--- src/rtl/imem_arbiter_if.sv ---
// Bundles the fetch, loader and memory-side signals of the instruction memory arbiter.
// The slave modport is the arbiter's view; master is the view of the requesters and memory.
interface imem_arbiter_if #(
    parameter int unsigned AW = 9
);
    logic          f_req;
    logic [31:0]   f_addr;
    logic          f_flush;
    logic          f_gnt;
    logic          f_rvalid;
    logic [31:0]   f_rdata;

    logic          l_req;
    logic          l_we;
    logic          l_lock;
    logic [31:0]   l_addr;
    logic [31:0]   l_wdata;
    logic          l_gnt;
    logic          l_rvalid;
    logic [31:0]   l_rdata;

    logic          err;

    logic          mem_en;
    logic          mem_we;
    logic [AW-1:0] mem_addr;
    logic [31:0]   mem_wdata;
    logic [31:0]   mem_rdata;

    modport slave (
        input  f_req, f_addr, f_flush,
        input  l_req, l_we, l_lock, l_addr, l_wdata,
        input  mem_rdata,
        output f_gnt, f_rvalid, f_rdata,
        output l_gnt, l_rvalid, l_rdata,
        output err,
        output mem_en, mem_we, mem_addr, mem_wdata
    );

    modport master (
        output f_req, f_addr, f_flush,
        output l_req, l_we, l_lock, l_addr, l_wdata,
        output mem_rdata,
        input  f_gnt, f_rvalid, f_rdata,
        input  l_gnt, l_rvalid, l_rdata,
        input  err,
        input  mem_en, mem_we, mem_addr, mem_wdata
    );
endinterface

--- src/rtl/imem_arbiter.sv ---
// Round-robin arbiter sharing a single-port instruction memory between fetch and loader,
// with loader burst locking, a lock-length starvation guard and response steering.
module imem_arbiter #(
    parameter int unsigned DEPTH    = 512,
    parameter int unsigned AW       = 9,
    parameter int unsigned MAX_LOCK = 16
) (
    input  logic clk,
    input  logic rst,
    imem_arbiter_if.slave bus
);
    localparam int unsigned CW        = $clog2(MAX_LOCK + 1);
    localparam logic [31:0] NOP_WORD  = 32'h0000_0013;
    localparam logic [CW-1:0] LOCK_LAST = CW'(MAX_LOCK - 1);

    typedef enum logic {IDLE, LOCKED} state_t;
    typedef enum logic {RR_FETCH, RR_LOADER} side_t;

    state_t        state, state_nx;
    side_t         rr_last, rr_last_nx;
    logic [CW-1:0] lock_cnt, lock_cnt_nx;
    logic          relock_block, relock_block_nx;

    logic          f_gnt_i, l_gnt_i;
    logic          f_bad, l_bad;

    logic          f_pend, l_pend, bad_pend, flush_pend;
    logic [31:0]   f_hold, l_hold;
    logic [31:0]   f_resp, l_resp;

    // Misaligned or beyond the populated depth.
    function automatic logic is_bad(input logic [31:0] addr);
        return (addr[1:0] != 2'b00) || (32'(addr[31:2]) >= 32'(DEPTH));
    endfunction

    assign f_bad = is_bad(bus.f_addr);
    assign l_bad = is_bad(bus.l_addr);

    always_ff @(posedge clk or negedge rst) begin
        if (!rst) begin
            state        <= IDLE;
            rr_last      <= RR_LOADER;
            lock_cnt     <= '0;
            relock_block <= 1'b0;
        end else begin
            state        <= state_nx;
            rr_last      <= rr_last_nx;
            lock_cnt     <= lock_cnt_nx;
            relock_block <= relock_block_nx;
        end
    end

    // Arbitration and lock control; nothing is granted while reset is held.
    always_comb begin
        state_nx        = state;
        rr_last_nx      = rr_last;
        lock_cnt_nx     = lock_cnt;
        relock_block_nx = relock_block;
        f_gnt_i         = 1'b0;
        l_gnt_i         = 1'b0;
        if (rst) begin
            case (state)
                IDLE: begin
                    if (bus.f_req && bus.l_req) begin
                        f_gnt_i = (rr_last == RR_LOADER);
                        l_gnt_i = (rr_last == RR_FETCH);
                    end else begin
                        f_gnt_i = bus.f_req;
                        l_gnt_i = bus.l_req;
                    end
                    if (f_gnt_i) rr_last_nx = RR_FETCH;
                    if (l_gnt_i) rr_last_nx = RR_LOADER;
                    if (l_gnt_i && bus.l_lock && !relock_block) begin
                        state_nx    = LOCKED;
                        lock_cnt_nx = CW'(1);
                    end
                    // A served or absent fetch lifts the post-starvation re-lock ban.
                    if (f_gnt_i || !bus.f_req) relock_block_nx = 1'b0;
                end
                LOCKED: begin
                    l_gnt_i     = bus.l_req;
                    lock_cnt_nx = lock_cnt + CW'(1);
                    if (l_gnt_i) rr_last_nx = RR_LOADER;
                    if (!bus.l_lock) begin
                        state_nx    = IDLE;
                        lock_cnt_nx = '0;
                    end else if (lock_cnt == LOCK_LAST) begin
                        state_nx        = IDLE;
                        lock_cnt_nx     = '0;
                        rr_last_nx      = RR_LOADER;
                        relock_block_nx = 1'b1;
                    end
                end
                default: state_nx = IDLE;
            endcase
        end
    end

    assign bus.f_gnt = f_gnt_i;
    assign bus.l_gnt = l_gnt_i;

    // Memory drive: bad accesses are granted but never reach the array.
    always_comb begin
        bus.mem_en    = 1'b0;
        bus.mem_we    = 1'b0;
        bus.mem_addr  = '0;
        bus.mem_wdata = '0;
        if (f_gnt_i) begin
            bus.mem_en   = !f_bad;
            bus.mem_addr = bus.f_addr[AW+1:2];
        end else if (l_gnt_i) begin
            bus.mem_en    = !l_bad;
            bus.mem_we    = bus.l_we && !l_bad;
            bus.mem_addr  = bus.l_addr[AW+1:2];
            bus.mem_wdata = bus.l_wdata;
        end
    end

    // Ownership of the one-cycle-late read data plus the held response values.
    always_ff @(posedge clk or negedge rst) begin
        if (!rst) begin
            f_pend     <= 1'b0;
            l_pend     <= 1'b0;
            bad_pend   <= 1'b0;
            flush_pend <= 1'b0;
            bus.err    <= 1'b0;
            f_hold     <= '0;
            l_hold     <= '0;
        end else begin
            f_pend     <= f_gnt_i;
            l_pend     <= l_gnt_i && !bus.l_we;
            bad_pend   <= f_gnt_i ? f_bad : l_bad;
            flush_pend <= f_gnt_i && bus.f_flush;
            bus.err    <= (f_gnt_i && f_bad) || (l_gnt_i && l_bad);
            if (f_pend) f_hold <= f_resp;
            if (l_pend) l_hold <= l_resp;
        end
    end

    assign f_resp = (flush_pend || bus.f_flush) ? NOP_WORD :
                    (bad_pend ? 32'h0 : bus.mem_rdata);
    assign l_resp = bad_pend ? 32'h0 : bus.mem_rdata;

    assign bus.f_rvalid = f_pend;
    assign bus.f_rdata  = f_pend ? f_resp : f_hold;
    assign bus.l_rvalid = l_pend;
    assign bus.l_rdata  = l_pend ? l_resp : l_hold;
endmodule
--- src/flat_wrapper.sv ---
// flat-port wrapper written by rule: the top's interface ports become plain ports
module imem_arbiter_flat 
#(
    parameter int unsigned DEPTH    = 512,
    parameter int unsigned AW       = 9,
    parameter int unsigned MAX_LOCK = 16
)
  (clk, rst, bus_f_req, bus_f_addr, bus_f_flush, bus_l_req, bus_l_we, bus_l_lock, bus_l_addr, bus_l_wdata, bus_mem_rdata, bus_f_gnt, bus_f_rvalid, bus_f_rdata, bus_l_gnt, bus_l_rvalid, bus_l_rdata, bus_err, bus_mem_en, bus_mem_we, bus_mem_addr, bus_mem_wdata);
  imem_arbiter_if #(.AW(AW)) bus_i ();
  input  logic clk;
  input  logic rst;
  input wire logic [$bits(bus_i.f_req)-1:0] bus_f_req;
  input wire logic [$bits(bus_i.f_addr)-1:0] bus_f_addr;
  input wire logic [$bits(bus_i.f_flush)-1:0] bus_f_flush;
  input wire logic [$bits(bus_i.l_req)-1:0] bus_l_req;
  input wire logic [$bits(bus_i.l_we)-1:0] bus_l_we;
  input wire logic [$bits(bus_i.l_lock)-1:0] bus_l_lock;
  input wire logic [$bits(bus_i.l_addr)-1:0] bus_l_addr;
  input wire logic [$bits(bus_i.l_wdata)-1:0] bus_l_wdata;
  input wire logic [$bits(bus_i.mem_rdata)-1:0] bus_mem_rdata;
  output wire logic [$bits(bus_i.f_gnt)-1:0] bus_f_gnt;
  output wire logic [$bits(bus_i.f_rvalid)-1:0] bus_f_rvalid;
  output wire logic [$bits(bus_i.f_rdata)-1:0] bus_f_rdata;
  output wire logic [$bits(bus_i.l_gnt)-1:0] bus_l_gnt;
  output wire logic [$bits(bus_i.l_rvalid)-1:0] bus_l_rvalid;
  output wire logic [$bits(bus_i.l_rdata)-1:0] bus_l_rdata;
  output wire logic [$bits(bus_i.err)-1:0] bus_err;
  output wire logic [$bits(bus_i.mem_en)-1:0] bus_mem_en;
  output wire logic [$bits(bus_i.mem_we)-1:0] bus_mem_we;
  output wire logic [$bits(bus_i.mem_addr)-1:0] bus_mem_addr;
  output wire logic [$bits(bus_i.mem_wdata)-1:0] bus_mem_wdata;
  assign bus_i.f_req = bus_f_req;
  assign bus_i.f_addr = bus_f_addr;
  assign bus_i.f_flush = bus_f_flush;
  assign bus_i.l_req = bus_l_req;
  assign bus_i.l_we = bus_l_we;
  assign bus_i.l_lock = bus_l_lock;
  assign bus_i.l_addr = bus_l_addr;
  assign bus_i.l_wdata = bus_l_wdata;
  assign bus_i.mem_rdata = bus_mem_rdata;
  assign bus_f_gnt = bus_i.f_gnt;
  assign bus_f_rvalid = bus_i.f_rvalid;
  assign bus_f_rdata = bus_i.f_rdata;
  assign bus_l_gnt = bus_i.l_gnt;
  assign bus_l_rvalid = bus_i.l_rvalid;
  assign bus_l_rdata = bus_i.l_rdata;
  assign bus_err = bus_i.err;
  assign bus_mem_en = bus_i.mem_en;
  assign bus_mem_we = bus_i.mem_we;
  assign bus_mem_addr = bus_i.mem_addr;
  assign bus_mem_wdata = bus_i.mem_wdata;
  imem_arbiter #(.DEPTH(DEPTH), .AW(AW), .MAX_LOCK(MAX_LOCK)) u_core (.clk(clk), .rst(rst), .bus(bus_i));
endmodule
--- config.mk ---
export PLATFORM = sky130hd
export DESIGN_NAME = imem_arbiter_flat
export DESIGN_NICKNAME = d
export VERILOG_FILES = /design/src/rtl/imem_arbiter_if.sv /design/src/rtl/imem_arbiter.sv /design/src/flat_wrapper.sv
export SDC_FILE = /design/constraint.sdc
export NUM_CORES = 1
export LEC_CHECK = 0
export CAP_MARGIN = 40
export CORE_UTILIZATION = 37
export CTS_BUF_LIST = sky130_fd_sc_hd__clkbuf_4
export CTS_CLUSTER_SIZE = 25
export DETAILED_ROUTE_END_ITERATION = 12
export PLACE_DENSITY = 0.83
export SLEW_MARGIN = 20
export SYNTH_ARGS = -nofsm -noshare
export SYNTH_HDL_FRONTEND = slang
export SYNTH_SLANG_ARGS = --single-unit
--- constraint.sdc ---
create_clock -name clk -period 1.76 [get_ports clk]
set_clock_uncertainty 0.15 [all_clocks]
set_input_delay 0.352 -clock clk [delete_from_list [all_inputs] [get_ports clk]]
set_output_delay 0.352 -clock clk [all_outputs]
set_load 0.01 [all_outputs]
---- Word-level counts from Yosys, hierarchy flattened ----
Index checks and enable logic that the tools add are counted.
storage, ports and cells
  output and inout bits ................... 112
  input port bits ......................... 135
  flip-flop bits (word level) ............. 77
cells by class
  eq/ne operators ......................... 6
  reductions and logical operators ........ 23
  order comparisons ....................... 2
  add/subtract/negate cells ............... 1
  bitwise operators ....................... 2
  multiplexer cells ....................... 41
operators with widths
  cell                    number
  $mux W32                6
  $ge A30 B10 Y1 const B  2
  $mux W1                 25
  $mux W9                 2
  $mux W5                 3
  $pmux W5 S2             1
  $logic_and A1 B1 Y1     8
  $pmux W1 S2             4
  $add A5 B1 Y5 const B   1
  $eq A5 B4 Y1 const B    1
  $logic_not A1 Y1        5
  $logic_or A1 B1 Y1      5
  $ne A2 B1 Y1 const B    2
  $ne A2 B2 Y1 const B    2
  $reduce_and A2 Y1       2
  $reduce_and A4 Y1       1
  $reduce_bool A2 Y1      2
  $ne A3 B1 Y1 const B    1
  $not A1 Y1              2

---- Longest topological paths before layout ----
Gate-level depths: netlist of the first run.
  depth after elaboration ................. 8
  gate-level depth with buffers ........... 7
  gate-level depth less buffers ........... 5

---- Worst setup path after synthesis of the first run ----
OpenSTA, ideal clock, no wires.
  path type ............................... register to output
  from .................................... reg u_core.f_pend (netlist: u_core.bus.f_rvalid)
  to ...................................... out bus_f_rdata[30]
  setup slack ............................. -0.015 ns
  stages on the path, launching flop included .. 5
  arrival ................................. 1.273 ns
  required time ........................... 1.258 ns
  path through ............................ dfrtp_1 clkbuf_1 nand2_1 buf_2 o32ai_1
between the ends
  longest elaborated chain between the ends .. 1
RTL lines
  what                      RTL line             text
  start: declaration        imem_arbiter.sv:27   logic f_pend, l_pend, bad_pend, flush_pend;
  start signal: assignment  imem_arbiter.sv:130  f_pend <= f_gnt_i;
  $mux W32                  imem_arbiter.sv:145  assign bus.f_rdata = f_pend ? f_resp : f_hold;
  end: declaration          flat_wrapper.sv:23   output wire logic [$bits(bus_i.f_rdata)-1:0] bus_f_rdata;
Every way passes these cells.

---- Final worst setup path of the first run ----
  from .................................... in bus_f_addr[23]
  to ...................................... out bus_mem_en
between the ends
  longest elaborated chain between the ends .. 4
RTL lines
  what                RTL line             text
  start: declaration  flat_wrapper.sv:13   input wire logic [$bits(bus_i.f_addr)-1:0] bus_f_addr;
  $ge A30 B10 Y1      imem_arbiter.sv:33   return (addr[1:0] != 2'b00) || (32'(addr[31:2]) >= 32'(DEPTH));
  $logic_or A1 B1 Y1  imem_arbiter.sv:33
  $logic_not A1 Y1    imem_arbiter.sv:109  bus.mem_en = !f_bad;
  $mux W1             imem_arbiter.sv:108  if (f_gnt_i) begin
  end: declaration    flat_wrapper.sv:28   output wire logic [$bits(bus_i.mem_en)-1:0] bus_mem_en;
Every way passes these cells.

==> results of run 1 <==
-- area by class of cell --
cell class / count / area (um^2) / area share, %
clock buffer: 9 / 67.56 / 0.7333
timing repair buffer: 429 / 4373 / 47.46
sequential: 77 / 1932 / 20.97
inverter: 65 / 246.5 / 2.675
clock inverter: 7 / 71.32 / 0.7740
multi-input combinational: 204 / 2357 / 25.58
tap: 133 / 166.4 / 1.806
-- synthesized netlist by cell type, types with 2 or more instances --
library cell	instances
dfrtp_1	76
mux2i_1	26
nand4_1	2
a21o_1	2
nand3_1	3
a22o_1	9
clkbuf_1	9
mux2_2	3
a21oi_1	3
nand2b_1	28
o21ai_0	6
o22a_1	4
nand3b_1	3
inv_2	2
inv_1	63
nand2_1	9
and3_1	2
o21ai_1	2
nor3_1	5
nor4_1	10
nor2b_1	4
nor2_1	8
and2_1	33
buf_4	2
o32ai_1	3
buf_2	10
o22ai_1	26
-- metrics by stage --
step,cell area (um^2),instances,hold WS (ps)
global placement,6661,775,144.4
CTS,8431,902,128.4
finish,9214,924,139.2
global route,9214,924,155.5
detailed placement,6661,775,151.3
floorplan,3707,367,-93.59
-- worst min-delay path by stage --
stage | start | to | slack (ps) | cells after the start
after floorplan | rst | u_core.bad_pend | -90 | 0
after global placement | rst | u_core.lock_cnt[4] | 140 | 2
after detailed placement | rst | u_core.state | 150 | 2
after CTS | rst | u_core.f_hold[25] | 130 | 3
after global routing | rst | u_core.rr_last | 160 | 3
final | rst | u_core.rr_last | 140 | 3
-- worst max-delay path, stage by stage --
cell and delay, ps:
clkdlybuf4s50_1 440, nor4_1 410, nand4_1 210, nor3_1 260, buf_4 160, a21o_1 130, buf_6 120
-- per-layer routing --
metal  part of all wire (%)  routed length (um)  GRT usage, %  vias to the layer above
met5                      0                   0             0                        -
met4                    9.0                2177         17.25                        0
met3                    8.1                1968         7.319                      171
met2                     51               12500         62.16                      429
met1                     32                7675         33.99                     2481
li1                       -                   -             -                     2082
-- power groups by stage --
stage | clock network, W | logic (W) | registers [W]
floorplan | 0 | 0.000566 | 0.00197
global placement | 0 | 0.00140 | 0.00198
detailed placement | 0 | 0.00144 | 0.00199
global route | 0.00125 | 0.00242 | 0.00200
finish | 0.00118 | 0.00235 | 0.00200
CTS | 0.00112 | 0.00194 | 0.00197
-- layout by cell type, fill, tap and decap left out, drive strengths merged, types with 4 or more instances in the layout --
master / netlist / layout
buf: 12 / 289
inv: 65 / 68
a21oi: 4 / 4
nor3: 5 / 5
mux2: 4 / 4
dfrtp: 76 / 76
mux2i: 26 / 26
and2: 34 / 34
o21ai: 9 / 9
nor2b: 5 / 5
a22o: 9 / 9
clkbuf: 9 / 11
o22a: 4 / 4
nand2b: 28 / 28
nor2: 8 / 8
o22ai: 26 / 26
nor4: 10 / 10
clkdlybuf4s50: 0 / 133
nand2: 9 / 9
-- what timing repair did --
action,CTS,global route
hold buffers,2,1
endpoints found under the setup margin,112,120
buffers inserted,100,33
hold endpoints to repair,12,21
pin swaps,50,34
resized for setup,677,119
cloned,9,2
-- cell families (layout without fill, tap and decap cells) --
family,Yosys count,count (layout),synth area share (%)
flops,77,77,52.11
compound gates,62,62,12.01
buf+inv,86,510,9.266
mux,30,30,8.353
fa+ha+maj,1,1,0.3381
simple gates,111,111,17.92
-- registers in the layout (all words and copies together), names as in the netlist --
name,cells
u_core.bad_pend,1
u_core.bus.err,1
u_core.bus.f_rvalid,1
u_core.bus.l_rvalid,1
u_core.f_hold,32
u_core.flush_pend,1
u_core.l_hold,32
u_core.lock_cnt,5
u_core.relock_block,1
u_core.rr_last,1
u_core.state,1
==> metrics.md, run 1 <==
| Metric | Value |
|---|---|
| Outcome | finished, violations left |
| Failing checks | negative setup slack |
| Total gr overflow | 0 |
| Largest net degree at the start of global routing | 66 |
| Post-route ant nets | 0 |
| Worst-margin pin slew | 380.8 ps |
| CP endpoint kind | output pin |
| Synthesized flop and latch total | 77 |
| CTS clock-pin slew for the worst setup and hold paths | roughly 150 ps |
| Reg2reg setup slack | -230 ps |
| Gate Count Post-Synth | 367 |
| Top-level I/O count | around 250 |
| PnR worst setup slack | -817.9 ps |
| Antenna violations before repair | 0 |
| Leak Pwr | 4.349 nW |
| Peak supply drop | approximately 0.00047 V |
| Die ar. | between 10000 and 15000 um^2 |
| GP Congestion | approximately 0.86 |
| Fill cells | 246 |
| Kind of start point of the critical path | input pin |
| Final HPWL DP | 9.181 mm |
| H-tree depth | 3 |
| Worst Setup SP | bus_f_addr[23] |
| Clock Power Share | 21.4% |
| Clock tree sinks | 77 |
| Final wirelength | ~24 mm |
| Drt first pass iters | 5 |
| FMAX | 387.9 MHz |
| DR vias | between 5k and 6k |
| WS Path Type | input pin to output pin |
| Synthesized area per cell | 10.08 um^2 |
| Rows | 36 |
| Global-route wire length before repair | approximately 25 mm |
| Post-synth top area share | 51.40% |
| Maxcap violations | 0 |
| Root Driver | clkbuf_4 |
| Internal power component | 0.003611 W |
| Synth area leader | dfrtp_1 |
| Slew HR | 74.38% |
| Largest cells by area after synthesis | dfrtp_1, mux2i_1, inv_1 |
| TritonCTS clock tree | yes |
| RR Startpoint | u_core.bus.l_rvalid |
| Setup TNS | -64790 ps |
| Fin. max-slew vios | 0 |
| Num CTS Buffers | 9 |
| Final setup fails | about 120 |
| CTS Buffer Depth | 2 |
| Final period util | 146.5% |
| Comb power frac | 42.5% |
| RSZ-0062 raised after global routing | yes |
| Pwr/cell area | 601.5 nW/um^2 |
| Die width | roughly 100 um |
| All-Layer GR Usage | 33.00% |
| R2R depth | 10 |
| Die Y | 102.0 um |
| Seq/Total Area, Yosys | 52.11% |
| Warnings from Yosys | 0 |
| Mapped Area | 3700 um^2 |
| Crit path to | bus_mem_en |
| Total power | 0.005542 W |
| Starting Density | a little under two fifths |
| Diode count | 0 |
| DR vias/cell | ~5.6 |
| Worst reg2reg path endpoint | u_core.l_hold[7] |
| Clk_lat worst skew | 460 ps |
| Critical-path maximum fanout | 2 |
| Worst Path Required | 1260 ps |
| Crit path time final | 2578 ps |
| Core Box Area | 9729 um^2 |
| Switch share | 34.85% |
| Cell variety after synth | 41 |
| Vias in the first global route | 4790 |
| WL per Instance | between 20 and 30 um |
| Async set or reset register ratio after synthesis | 100.0% |
| CP arrival | approximately 2100 ps |
| Place WS | -1018 ps |
| Area delta synth->final | 149.0% |
| Layout cells sized above 1 | around 56% |
| Ys flop type | dfrtp_1 |
| HP Class | input pin to flop |
| Sw Pwr | 0.001931 W |
| Nets | roughly 920 |
| Detailed-route DRC error count | 0 |
| Post-synth EDFFs | 0 |
| Seq pwr share | 36.2% |
| Port Buffers | approximately 250 |
| Initial DRC Count | 309 |
| Post-layout utilization of the core | 94.70% |
| Post-Syn Nets | 503 |
| Final Hold Fails | 0 |
(Power assumes the default switching activity.)
==> inputs of run 2 (changes only) <==
- CORE_ASPECT_RATIO: unset -> 0.7
==> run 2 against run 1 <==
The flow still finishes with violations (negative setup slack). Sequential share of layout area rose by 1.0 points. Global-route usage grew 3.3 points. Utilization down 4.3 points. Combinational power shrank 7%. Total power is 1.6% lower. Cell area down 4.7%. Wire length shrank 13%. Register-to-register slack about the same. Setup slack better by 180 ps. Sequential power hardly changed. Maximum frequency increased by 7.5%. Clock power rose by 8%.
==> metrics.md, run 2 (same netlist as run 1, synthesis figures left out) <==
| Metric | Value |
|---|---|
| Root Driver | clkbuf_4 |
| Core Box Area | 9722 um^2 (about the same) |
| Worst-margin pin slew | 617.0 ps (+236.2 ps) |
| Tightest hold margin | 74.39 ps (-64.76 ps) |
| Fin. max-slew vios | 0 (unchanged) |
| Pwr/cell area | 620.6 nW/um^2 (+3.2%) |
| CTS Buffer Depth | 2 (unchanged) |
| Die width | 121.5 um (+19%) |
| Layout cells sized above 1 | 54.70% (-0.93 points) |
| Die ar. | 10410 um^2 (about the same) |
| Detailed-route DRC error count | 0 (unchanged) |
| Failing checks | negative setup slack |
| CP arrival | 1900 ps (-180 ps) |
| Worst Setup SP | u_core.rr_last |
| Port Buffers | 246 (unchanged) |
| Setup TNS | -52710 ps (+12080 ps) |
| WS Path Type | flop to output pin |
| Final setup fails | 118 (unchanged) |
| Critical-path maximum fanout | 5 (+3) |
| Clock tree sinks | 77 (unchanged) |
| Nets | 908 (-1.5%) |
| Met1 Usage GRT | 40.76% (+6.8 points) |
| Final Hold Fails | 0 (unchanged) |
| Starting Density | 38.06% (about the same) |
| Die Y | 85.67 um (-16%) |
| DR vias | 4772 (-7.6%) |
| RR Startpoint | u_core.bus.l_rvalid |
| All-Layer GR Usage | 36.26% (+3.3 points) |
| Crit path time final | 2398 ps (-179.6 ps) |
| H-tree depth | 3 (unchanged) |
| FMAX | 417.0 MHz (+7.5%) |
| Cell family with most CP delay | flip-flops |
| DR vias/cell | 5.273 (-5.6%) |
| Kind of start point of the critical path | flop |
| Largest regs | u_core.f_hold: 32 flops, u_core.l_hold: 32 flops, u_core.lock_cnt: 5 flops |
| Peak supply drop | 0.0003585 V (-23%) |
| Bufs and invs on worst path | 3 (unchanged) |
| Drt first pass iters | 5 (unchanged) |
| Leading cell type in the layout, fill and taps excluded | clkdlybuf4s50_1 |
| FF/Latch Area | 1933 um^2 (about the same) |
| WL per Instance | 23.26 um (-12%) |
| Met3 global-route usage | 8.644% (+1.3 points) |
| Post-route ant nets | 0 (unchanged) |
| Maxcap violations | 0 (unchanged) |
| Top-level I/O count | 247 (unchanged) |
| TritonCTS clock tree | yes |
| RSZ-0062 raised after global routing | yes |
| Crit-path slowest cell | dfstp_2 |
| Fill cells | 388 (+58%) |
| Initial DRC Count | 370 (+20%) |
| Total gr overflow | 0 (unchanged) |
| Largest stage delay on the critical path | 560 ps (+120 ps) |
| Final HPWL DP | 9.691 mm (+5.6%) |
| HP Class | input pin to async pin |
| Slew HR | 58.73% (-16 points) |
| Place WS | -1010 ps (+8.330 ps) |
| CP endpoint kind | output pin |
| PnR worst setup slack | -638.4 ps (+179.6 ps) |
| CP cell instances | and2_4, a21oi_4, buf_12, clkbuf_16, a22o_1, buf_2 |
| Antenna violations before repair | 0 (unchanged) |
| Final period util | 136.3% (-10 points) |
| Most frequent cells in the layout | clkdlybuf4s50_1, buf_4, buf_6 |
| Global-route wire length before repair | 27.70 mm (+10%) |
| DP Area | 6773 um^2 (+1.7%) |
| Num CTS Buffers | 9 (unchanged) |
| Largest net degree at the start of global routing | 47 (-29%) |
| Rows | 30 (-17%) |
| Worst Path Required | 1260 ps (about the same) |
| Clk_lat worst skew | 420 ps (-40 ps) |
| CTS clock-pin slew for the worst setup and hold paths | 150 ps (about the same) |
| Grt met2 use | 64.46% (+2.3 points) |
| Multi-input combinational cell area | 2241 um^2 (-4.9%) |
| Leak Pwr | 4.263 nW (-2.0%) |
| Diode count | 0 (unchanged) |
| Design area | 8785 um^2 (-4.7%) |
| Area delta synth->final | 137.4% |
| GP Congestion | 0.8375 (-2.9%) |
| GRT Max-Usage Layer | met2 |
| Outcome | finished, violations left |
| Final wirelength | 21.05 mm (-13%) |
| Vias in the first global route | 5092 (+6.3%) |
==> run 2: final timing paths <==
path,slack [ps],depth (start not counted),end
max,-640,6,bus_mem_addr[5]
min,70,4,u_core.lock_cnt[0]
max reg2reg,-220,10,u_core.l_hold[2]
min reg2reg,370,1,u_core.l_hold[1]
max in group asynchronous,310,4,u_core.bus.f_rvalid
min in group clk,170,3,u_core.bad_pend
==> run 2: cell type report <==
type                       count  share of cell area (%)
clock inverter                 6                  0.9970
sequential                    77                   22.01
inverter                      65                   2.806
timing repair inverter         1                 0.08546
multi-input combinational    204                   25.51
tap                          128                   1.823
clock buffer                  10                  0.8546
timing repair buffer         414                   45.92
==> run 2: power by group <==
| group | leakage [nW] | total, W | switching [W] | internal, W |
|---|---|---|---|---|
| Clock | 0.0786 | 0.00127 | 0.000678 | 0.000589 |
| Sequential | 1.04 | 0.00199 | 0.0000963 | 0.00189 |
| Combinational | 3.14 | 0.00219 | 0.000959 | 0.00124 |
| Total | 4.26 | 0.00545 | 0.00173 | 0.00372 |
==> run 2: worst reg2reg max path, delay by kind of cell, from the launching register on <==
kind	cells	cell delay (ps)
buf+inv	9	1080
flops	1	450
mux	1	200
==> run 2: metal layers <==
layer  up-vias  wire length (um)  part of all wire [%]
li1       2032                 -                     -
met1      2327              7628                    36
met2       314             10660                    51
met3        99              1493                   7.1
met4         0              1262                   6.0
met5         -                 0                     0
==> run 2: metrics by stage <==
| stage | instances | util [%] | total power (W) |
|---|---|---|---|
| after floorplan | 367 | - | 0.002538 |
| after global placement | 779 | 69.67 | 0.003422 |
| after detailed placement | 779 | 69.67 | 0.003462 |
| after CTS | 905 | 86.73 | 0.005203 |
| after global routing | 905 | 90.36 | 0.005617 |
| final | 905 | 90.36 | 0.005452 |
==> run 2: timing repair <==
item,in CTS,in global routing
cloned,10,1
hold buffers,1,2
buffers inserted,99,4
endpoints found under the setup margin,112,127
endpoints found under the hold margin,76,12
pin swaps,32,18
gates resized for setup,665,71
==> inputs of run 3 (changes only) <==
- SETUP_SLACK_MARGIN: unset -> 0.1
==> run 3 against run 2 <==
The run still ends with negative setup slack left. Maximum frequency down 1.6%. First-iteration DRC count up 43%. Utilization rose by 5.6 points. Combinational power grew 15%. Clock power decreased by 17%. Cell count rose by 2.4%.
==> metrics.md, run 3 (same netlist as run 1, synthesis figures left out) <==
| Metric | Value |
|---|---|
| Outcome | finished, violations left |
| Failing checks | negative setup slack |
| DR vias | 5370 (+13%) |
| FF/Latch Area | 1932 um^2 (about the same) |
| Area delta synth->final | 152.2% |
| Final Non-Filler Cells | 927 (+2.4%) |
| Nets | 930 (+2.4%) |
| GP Congestion | 0.8082 (-3.5%) |
| Crit path time final | 2438 ps (+39.62 ps) |
| Cell family with most CP delay | buffers and inverters |
| Initial DRC Count | 529 (+43%) |
| Critical-path maximum fanout | 5 (unchanged) |
| Bufs and invs on worst path | 4 (+1) |
| Pwr/cell area | 598.2 nW/um^2 (-3.6%) |
| H-tree depth | 3 (unchanged) |
| Most frequent cells in the layout | clkdlybuf4s50_1, buf_6, buf_4 |
| WL per Instance | 28.33 um (+22%) |
| CP cell instances | buf_6, buf_8, buf_6, nand2b_4, mux2i_4, buf_2 |
| Rows | 30 (unchanged) |
| CTS Buffer Depth | 2 (unchanged) |
| Inst Count DP | 775 (-0.51%) |
| DR vias/cell | 5.793 (+9.9%) |
| HP Class | input pin to async pin |
| Core Box Area | 9722 um^2 (unchanged) |
| Global-route wire length before repair | 28.64 mm (+3.4%) |
| Final setup fails | 131 (+11%) |
| RSZ-0062 raised after global routing | yes |
| Starting Density | 38.06% (unchanged) |
| Slew HR | 32.81% (-26 points) |
| Layout cells sized above 1 | 56.70% (+2.0 points) |
| Num CTS Buffers | 9 (unchanged) |
| Crit-path slowest cell | dfrtp_2 |
| Peak supply drop | 0.0004003 V (+12%) |
| Worst Path Required | 1260 ps (about the same) |
| R2R depth | 10 (unchanged) |
| Reg2reg setup slack | -110 ps (+110 ps) |
| Drt first pass iters | 7 (+2) |
| Die ar. | 10410 um^2 (unchanged) |
| Die Y | 85.67 um (unchanged) |
| Total gr overflow | 0 (unchanged) |
| TritonCTS clock tree | yes |
| Port Buffers | 246 (unchanged) |
| Leading cell type in the layout, fill and taps excluded | clkdlybuf4s50_1 |
| Vias in the first global route | 5062 (-0.59%) |
| Fill cells | 200 (-48%) |
| Largest net degree at the start of global routing | 47 (unchanged) |
| Diode count | 0 (unchanged) |
| PnR worst setup slack | -678.0 ps (-39.62 ps) |
| CP endpoint kind | output pin |
| All-Layer GR Usage | 37.70% (+1.4 points) |
| Final wirelength | 26.26 mm (+25%) |
| Crit path depth | 6 (unchanged) |
| Worst-margin pin slew | 1005 ps (+387.6 ps) |
| Worst reg2reg path endpoint | u_core.f_hold[6] |
| Fin. max-slew vios | 0 (unchanged) |
| Largest regs | u_core.f_hold: 32 flops, u_core.l_hold: 32 flops, u_core.lock_cnt: 5 flops |
| Largest stage delay on the critical path | 550 ps (about the same) |
| Crit path to | bus_l_rdata[11] |
| Clk_lat worst skew | 460 ps (+40 ps) |
| Maxcap violations | 0 (unchanged) |
| Most common cell on crit path | buf_6 |
| FMAX | 410.2 MHz (-1.6%) |
| Root Driver | clkbuf_4 |
| Detailed-route DRC error count | 0 (unchanged) |
| CTS clock-pin slew for the worst setup and hold paths | 170 ps (+20 ps) |
| Post-route ant nets | 0 (unchanged) |
| Worst Setup SP | u_core.bad_pend |
| Multi-input combinational cell area | 2410 um^2 (+7.5%) |
| Antenna violations before repair | 1 (+1) |
| Place WS | -966.5 ps (+43.69 ps) |
| Final HPWL DP | 9.824 mm (+1.4%) |
| Leak Pwr | 4.413 nW (+3.5%) |
| CP arrival | 1940 ps (+40 ps) |
| Final period util | 138.5% (+2.3 points) |
| Kind of start point of the critical path | flop |
| Clock tree sinks | 77 (unchanged) |
| RR Startpoint | u_core.flush_pend |
| Final Hold Fails | 0 (unchanged) |
| Top-level I/O count | 247 (unchanged) |
| WS Path Type | flop to output pin |
| Die width | 121.5 um (unchanged) |
run 3: how the worst min path moves through the flow:
stage | startpoint | to | slack (ps) | cells past startpoint
floorplan | rst | u_core.bad_pend | -90 | 0
global placement | rst | u_core.f_hold[4] | 310 | 2
CTS | rst | u_core.rr_last | 160 | 3
finish | rst | u_core.f_hold[28] | 90 | 3
global route | rst | u_core.l_hold[26] | 70 | 3
detailed placement | rst | u_core.l_hold[4] | 310 | 2
run 3: repair_timing:
| action | 4_1_cts | 5_1_grt |
|---|---|---|
| gates resized for setup | 673 | 130 |
| hold buffers | 1 | 1 |
| endpoints found under the hold margin | 76 | 15 |
| gates cloned | 14 | 3 |
| buffers inserted | 88 | 45 |
| pin swaps | 26 | 25 |
| endpoints found under the setup margin | 113 | 131 |
run 3: per-stage QoR:
step	util, %	instance area (um^2)	hold WS, ps	TNS, ps	total power (W)
CTS	87.07	8464	158.6	-54310	0.004953
global route	95.98	9331	70.67	-65670	0.005671
floorplan	-	3719	-93.59	0	0.002545
detailed placement	69.28	6735	311.4	-74610	0.003471
finish	95.98	9331	87.70	-63730	0.005582
global placement	69.28	6735	307.1	-71710	0.003432
run 3: worst reg2reg max path, cell delays in order, from the launching register on:
cell	delay (ps)
dfrtp_1	400
nor2_1	120
nand2_2	120
buf_12	170
buf_8	140
buf_8	130
o22ai_4	130
buf_4	150
buf_4	110
buf_4	100
buf_4	100
run 3: layout make-up:
class | instances | area share (%)
sequential | 77 | 20.70
clock buffer | 10 | 0.8045
timing repair buffer | 436 | 47.80
tap | 128 | 1.716
timing repair inverter | 1 | 0.08045
multi-input combinational | 204 | 25.82
clock inverter | 6 | 0.4291
inverter | 65 | 2.641
run 3: power breakdown:
part | internal [W] | switching [W] | leakage, nW
clock network | 0.000301 | 0.000762 | 0.0560
logic | 0.00134 | 0.00117 | 3.31
registers | 0.00189 | 0.000115 | 1.05
total | 0.00353 | 0.00205 | 4.41
run 3: metal layers:
| layer | routed length, um | vias to the layer above | GRT usage, % |
|---|---|---|---|
| met5 | 11 | - | 0 |
| met4 | 2050 | 2 | 14.14 |
| met3 | 2742 | 193 | 10.64 |
| met2 | 12240 | 487 | 65.91 |
| met1 | 9214 | 2600 | 44.07 |
| li1 | - | 2088 | - |
